## src/rtl/exe_mem_skid_reg.sv

```systemverilog
// EXE->MEM pipeline register with valid/ready handshake and a one-entry skid buffer.
// in_ready is a flop derived from next state, so the memory stage never sees a combinational path back to execute.
module exe_mem_skid_reg #(
  parameter int WORD_W = 32,
  parameter int CTRL_W = 3,
  parameter int DEST_W = 5,
  parameter int CNT_W  = 16
) (
  input  logic              clk,
  input  logic              rst,
  input  logic              flush,
  input  logic              in_valid,
  output logic              in_ready,
  input  logic [WORD_W-1:0] in_pc,
  input  logic [WORD_W-1:0] in_imm,
  input  logic [WORD_W-1:0] in_alu,
  input  logic [CTRL_W-1:0] in_ctrl,
  input  logic [DEST_W-1:0] in_dest,
  output logic              out_valid,
  input  logic              out_ready,
  output logic [WORD_W-1:0] out_pc,
  output logic [WORD_W-1:0] out_imm,
  output logic [WORD_W-1:0] out_alu,
  output logic [CTRL_W-1:0] out_ctrl,
  output logic [DEST_W-1:0] out_dest,
  output logic [CNT_W-1:0]  stall_cnt
);
  typedef struct packed {
    logic [WORD_W-1:0] pc;
    logic [WORD_W-1:0] imm;
    logic [WORD_W-1:0] alu;
    logic [CTRL_W-1:0] ctrl;
    logic [DEST_W-1:0] dest;
  } entry_t;

  // State is just {main valid, skid valid}; 2'b01 is unreachable.
  typedef enum logic [1:0] {EMPTY = 2'b00, ONE = 2'b10, FULL = 2'b11} state_t;

  entry_t main_q, skid_q, main_d, skid_d, in_e;
  logic   main_vld, skid_vld, main_vld_d, skid_vld_d, in_ready_q;
  logic   accept, fire;
  state_t st;

  assign in_e   = '{pc: in_pc, imm: in_imm, alu: in_alu, ctrl: in_ctrl, dest: in_dest};
  assign accept = in_valid & in_ready_q;
  assign fire   = main_vld & out_ready;
  assign st     = state_t'({main_vld, skid_vld});

  always_comb begin
    main_d     = main_q;
    skid_d     = skid_q;
    main_vld_d = main_vld;
    skid_vld_d = skid_vld;
    if (flush) begin
      main_vld_d  = 1'b0;
      skid_vld_d  = 1'b0;
      main_d.ctrl = '0;
      skid_d.ctrl = '0;
    end else begin
      case (st)
        EMPTY: if (accept) begin
          main_d     = in_e;
          main_vld_d = 1'b1;
        end
        ONE: begin
          if (accept && fire) main_d = in_e;
          else if (accept) begin
            skid_d     = in_e;
            skid_vld_d = 1'b1;
          end else if (fire) begin
            main_vld_d  = 1'b0;
            main_d.ctrl = '0;
          end
        end
        FULL: if (fire) begin
          main_d      = skid_q;
          skid_vld_d  = 1'b0;
          skid_d.ctrl = '0;
        end
        default: begin
          skid_vld_d  = 1'b0;
          skid_d.ctrl = '0;
        end
      endcase
    end
  end

  always_ff @(posedge clk) begin
    if (rst) begin
      main_q     <= '0;
      skid_q     <= '0;
      main_vld   <= 1'b0;
      skid_vld   <= 1'b0;
      in_ready_q <= 1'b1;
      stall_cnt  <= '0;
    end else begin
      main_q     <= main_d;
      skid_q     <= skid_d;
      main_vld   <= main_vld_d;
      skid_vld   <= skid_vld_d;
      in_ready_q <= ~skid_vld_d;
      if (main_vld && !out_ready && stall_cnt != {CNT_W{1'b1}})
        stall_cnt <= stall_cnt + 1'b1;
    end
  end

  assign in_ready  = in_ready_q;
  assign out_valid = main_vld;
  assign out_pc    = main_q.pc;
  assign out_imm   = main_q.imm;
  assign out_alu   = main_q.alu;
  assign out_ctrl  = main_q.ctrl;
  assign out_dest  = main_q.dest;
endmodule

```

## config.mk

```make
export PLATFORM = sky130hd
export DESIGN_NAME = exe_mem_skid_reg
export DESIGN_NICKNAME = d
export VERILOG_FILES = /design/src/rtl/exe_mem_skid_reg.sv
export SDC_FILE = /design/constraint.sdc
export NUM_CORES = 1
export LEC_CHECK = 0
export CORE_AREA = 5 5 143 145
export CTS_CLUSTER_SIZE = 40
export DETAILED_ROUTE_END_ITERATION = 7
export DIE_AREA = 0 0 148 150
export PLACE_DENSITY = 0.79
export SYNTH_ARGS = -nofsm -noshare
export SYNTH_HDL_FRONTEND = slang
export SYNTH_SLANG_ARGS = --single-unit
```

## constraint.sdc

```tcl
create_clock -name clk -period 2.4 [get_ports clk]
set_clock_uncertainty 0.05 [all_clocks]
set_input_delay 0.48 -clock clk [delete_from_list [all_inputs] [get_ports clk]]
set_output_delay 0.48 -clock clk [all_outputs]
set_load 0.02 [all_outputs]
```

# Word level (Yosys, flattened, before mapping)
# Cells that the tools add are included.
# W data, S select, Z words.
# totals
register_bits,227
output_inout_bits,122
wordCells,67
# classes
n_addsub,1
eq_ne,12
n_mux,21
n_bitwise,6
reduce_logical,13
# op_table
cell,count
$pmux W104 S3,1
$mux W104,2
$mux W96,1
$add A16 B1 Y16 const B,1
$mux W8,2
$ne A16 B16 Y1 const B,1
$reduce_and A5 Y1,3
$ne A2 B2 Y1 const B,7
$mux W3,3
$pmux W3 S3,1
$mux W1,8
$reduce_and A4 Y1,2
$ne A3 B3 Y1 const B,2
$mux W5,1
$eq A2 B2 Y1 const B,2
$not A1 Y1,4
$logic_and A1 B1 Y1,3
$pmux W1 S3,1
$reduce_bool A3 Y1,1
$and A1 B1 Y1,2
$logic_not A2 Y1,1
$pmux W1 S2,1
$reduce_bool A2 Y1,1
$reduce_or A2 Y1,1
$logic_not A1 Y1,1

# Logic depth before layout (Yosys ltp)
# depth
ltp_word,6
mapped_depth,7

# Worst setup path before layout
# Ideal clock, no wire load.
# synth_timing
path_type,flip-flop to flip-flop
startpoint,reg stall_cnt[0]
endpoint,reg stall_cnt[12]
t_arrival_ps,1756
t_required_ps,2229
setup_slack_ps,473
stages_incl_launch_ff,6
path_buffers,0
period_less_slack_ps,1927
cell_sequence,dfxtp_1 > ha_1 > inv_1 > nor4_2 > nand4_1 > mux2_2
# synth_between
elab_chain_len,2
elab_cells_between_ends,3
classes_between,1 x add/sub; 1 x eq/ne; 1 x reduce/logical
# synth_rtl
item,line,rtl
"start, declared",26,output logic [CNT_W-1:0] stall_cnt
"start signal, assigned",103,stall_cnt <= stall_cnt + 1'b1;
branches (longest 2 deep; another with $add A16 B1 Y16),n/a,
# Several ways; the timed one is not identified.
# A chain may end at the register's enable or synchronous reset.

# Worst setup path in the final report
# layout_timing
startpoint,reg stall_cnt[6]
endpoint,out stall_cnt[6]
# No word-level cell between the ends.

==> run summary <==
The synthesized netlist cell count came out at 1153. The global-route total usage across every layer came out at 0.224. Of the total power, registers draw 0.442.

The number of antenna repair diodes is 0. The routed wire length came out at 26.1 mm. The combinational group share of total power came out at 0.117. The number of sinks on the clock net is 227. The post-cts hold buffer count came out at 0.

The count of max-cap constraint violations came out at 0. The cell area after synthesis is 9110 um^2. The number of hold-slack violations in the final timing report is 0. Headroom to the max-slew limit came out at 0.421. Sorting the synthesized cells by how often they occur yields 308 x nand2_1, 227 x dfxtp_1, 114 x nor2_1, 113 x a21oi_1, 105 x nand3_1. The run finished with clean final reports. dfxtp_1 takes more of the synthesized area than any other cell. The standby leakage power is 4.41 nW. Traced cell by cell, the critical path runs through clkdlybuf4s50_1. The area enclosed by the die boundary is 22200 um^2. The highest clock rate is 0.448 GHz.

The first TritonRoute pass finished after 5 iterations. The core occupancy in the finished layout came out at 0.657. The number of different library cells used by synthesis comes to 38. STA classifies the critical path startpoint as a flop. The post-synth net total is 1263. The height of the chip is 150 um. The routed metal-1 wirelength is 10.9 mm. The remaining antenna violation count came out at 0.

The number of buffers and inverters on the critical path came out at 1. The most used standard cell by instance count after synthesis is nand2_1. The worst setup path is captured at an output pin.

Grouping stages by cell kind, the critical path spends the most delay in buffers and inverters. The half-perimeter wire length after placement is 16.3 mm. The total via count after detailed routing is 8855. In this run the number of H-tree levels came out at 1. In this run, synthesis inferred 0 flip-flops with an integrated enable. After layout, the design draws a total of 0.00903 W. The total of endpoints with negative setup slack in the final report is 0. The first global-routing pass estimated 42.0 mm of wire. The met3 wire length came out at 1.91 mm. The area added between synthesis and finish came out at 37.6%. The switching share of power came out at 0.238. The path class of the tightest hold or removal check is primary input to flop. The placed instance area came out at 11700 um^2. Routed signal wires occupy layers up through met5. In the final design database the tool counted 1439 nets.

The count of cells resized by post-cts repair is 0. The maximum vdd drop came out at 0.411 mV. Data on the critical path arrives at its endpoint at 1.70 ns. The summed area of non-filler cells in the final layout came out at 12500 um^2.

The number of pins exceeding their max-slew limit in the final report came out at 0. Of the available clock period, the critical path in the final layout requires 0.930. Entering global routing, the biggest net connects 87 pins. In the synthesized netlist the dominant register cell turns out to be dfxtp_1. The initial antenna violation count was 1. For this run, the slowest stage of the critical path takes 0.71 ns.

The data required time of the critical path came out at 1.87 ns. The power share of the clock group is 0.441. The met2 wirelength from detailed routing came out at 12.7 mm.

The quantity of I/O buffers inserted on ports came out at 230. The weighted congestion reported at the end of routability-driven placement is 0.798. The initialized floorplan defines 51 standard-cell rows. The synthesis warning total is 0. The number of storage elements in the synthesis netlist is 227. The master cell of the clock root buffer is clkbuf_16.

Yosys attributes the largest share of cell area to dfxtp_1 50%, nand2_1 13%, a311oi_1 9.9%. The maximum root-to-sink buffer count is 3. The TritonCTS clock tree is done.

After detailed routing, the average wire length per cell comes to 16.5 um. By startpoint and endpoint, the worst setup path is classified as flop to output pin. The DRC violation total after the first TritonRoute iteration is 561. For this run, asynchronously set or reset flops after synthesis account for 0. Summed over all layers, the global routing overflow is 0. Of the cells placed in the final design, the portion with a size suffix greater than 1 is 0.0616.

The internal portion of the total power is 0.00688 W. The later-pin clock latency in the skew report came out at 0.52 ns. The post-CTS setup-driven buffer insertion count came out at 0.

In this run the worst path has a maximum fanout of 8. The number of global-route vias before repair is 8488. Setup repair after global routing left no endpoint under its margin. The slowest stage of the critical path is the clkdlybuf4s50_1 cell. The areal power density over the cells came out at 721 nW/um^2. The share of the synthesized area in the top cell type came out at 0.499. The routed design could run at a clock period as short as 2.23 ns.

The die width came out at 148 um. The number of buffers created by CTS is 24. The starting density of the core is 0.477. The final routed DRC violation total came out at 0. In this run the power spent charging and discharging nets is 0.00215 W. The I/O pin total is 231. After clock tree synthesis, the clock-pin slew on the worst setup and hold paths is 0.06 ns. The average footprint of a synthesized cell is 7.90 um^2. The sequential share of the synthesized area is 0.499. The placeable core region came out at 19100 um^2. The transition time of the tightest slew-check pin came out at 0.868 ns. After detailed routing, the number of vias per cell comes to 5.59.
[final timing paths]
check                       startpoint                    endpoint  slack (ns)  cells past startpoint
max          stall_cnt[6]$_SDFFE_PP0P_                stall_cnt[6]        0.17                      1
min                                rst  stall_cnt[11]$_SDFFE_PP0P_        0.31                      2
max reg2reg        skid_vld$_SDFF_PP0_    out_dest[3]$_SDFFE_PP0P_        0.29                      5
min reg2reg    skid_q[24]$_SDFFE_PP0P_     skid_q[24]$_SDFFE_PP0P_        0.40                      2
[flip-flops by register name, indices dropped and copies added, names as in the netlist]
| name | count |
|---|---|
| in_ready | 1 |
| out_alu | 32 |
| out_ctrl | 3 |
| out_dest | 5 |
| out_imm | 32 |
| out_pc | 32 |
| out_valid | 1 |
| skid_q | 104 |
| skid_vld | 1 |
| stall_cnt | 16 |
[power by group through the flow]
stage          Clock, W  Sequential, W  Combinational [W]
6_report        0.00399        0.00399            0.00106
5_1_grt         0.00421        0.00400            0.00113
4_1_cts         0.00406        0.00399            0.00106
3_5_place_dp          0        0.00407            0.00105
3_3_place_gp          0        0.00407            0.00104
2_1_floorplan         0        0.00421           0.000353
[layer usage]
metal,vias to the layer above,track usage
met4,2,0.0711
met2,303,0.381
met5,-,0
met3,48,0.0488
met1,4141,0.283
li1,4361,-
[through the flow]
step	worst slack, ns	hold slack [ns]	cells	setup TNS (ns)
after floorplan	0.473	0.387	1153	0
after global placement	0.0507	0.392	1541	0
after detailed placement	-0.0344	0.397	1541	-0.271
after CTS	0.164	0.293	1585	0
after global routing	0.139	0.306	1585	0
final	0.169	0.306	1585	0
[cells in the final DEF (no fill, tap or decap), types with 2 or more instances in the layout]
master | Yosys | routed
dfxtp_4 | 0 | 2
a22oi_1 | 3 | 3
bufinv_16 | 0 | 4
nand2_1 | 308 | 307
mux2_2 | 2 | 2
buf_4 | 9 | 13
o31ai_1 | 2 | 2
nand4_1 | 7 | 7
o21ai_0 | 7 | 7
a21oi_1 | 113 | 113
clkbuf_1 | 75 | 2
a32oi_1 | 3 | 3
or3_1 | 8 | 7
nor2b_1 | 2 | 2
clkbuf_16 | 0 | 25
a31oi_1 | 2 | 2
clkbuf_8 | 0 | 4
nand3_1 | 105 | 105
dfxtp_1 | 227 | 225
a211oi_1 | 4 | 4
nor2_1 | 114 | 114
inv_1 | 9 | 9
clkinv_2 | 0 | 7
nand3b_1 | 2 | 2
nor3_1 | 8 | 7
or2_2 | 2 | 2
a311oi_1 | 103 | 103
buf_12 | 0 | 14
clkdlybuf4s50_1 | 0 | 229
[cell type report]
class | instances | area [um^2]
clock inverter | 13 | 180
sequential | 227 | 4550
inverter | 9 | 33.8
timing repair buffer | 257 | 2680
tap | 238 | 298
clock buffer | 31 | 688
fill | 1543 | 6550
multi-input combinational | 810 | 4100
[cells by family (layout without fill, tap and decap cells)]
kind of cell,Yosys count,in the layout,share of synthesized area
adder cells (fa/ha/maj),1,1,0.00137
AND/OR/NAND/NOR,564,564,0.260
multiplexers,2,2,0.00247
buffers and inverters,116,310,0.0547
AO/OA/AOI/OAI,243,243,0.183
flip-flops,227,227,0.499
[worst reg2reg max path, delay by kind of cell (launching register included)]
family                 cells  cell delay, ns
buffers and inverters      1            0.37
flip-flops                 1            0.56
AO/OA/AOI/OAI              3            0.87
AND/OR/NAND/NOR            1            0.15
Note: power is estimated with default switching activity, not from simulation.
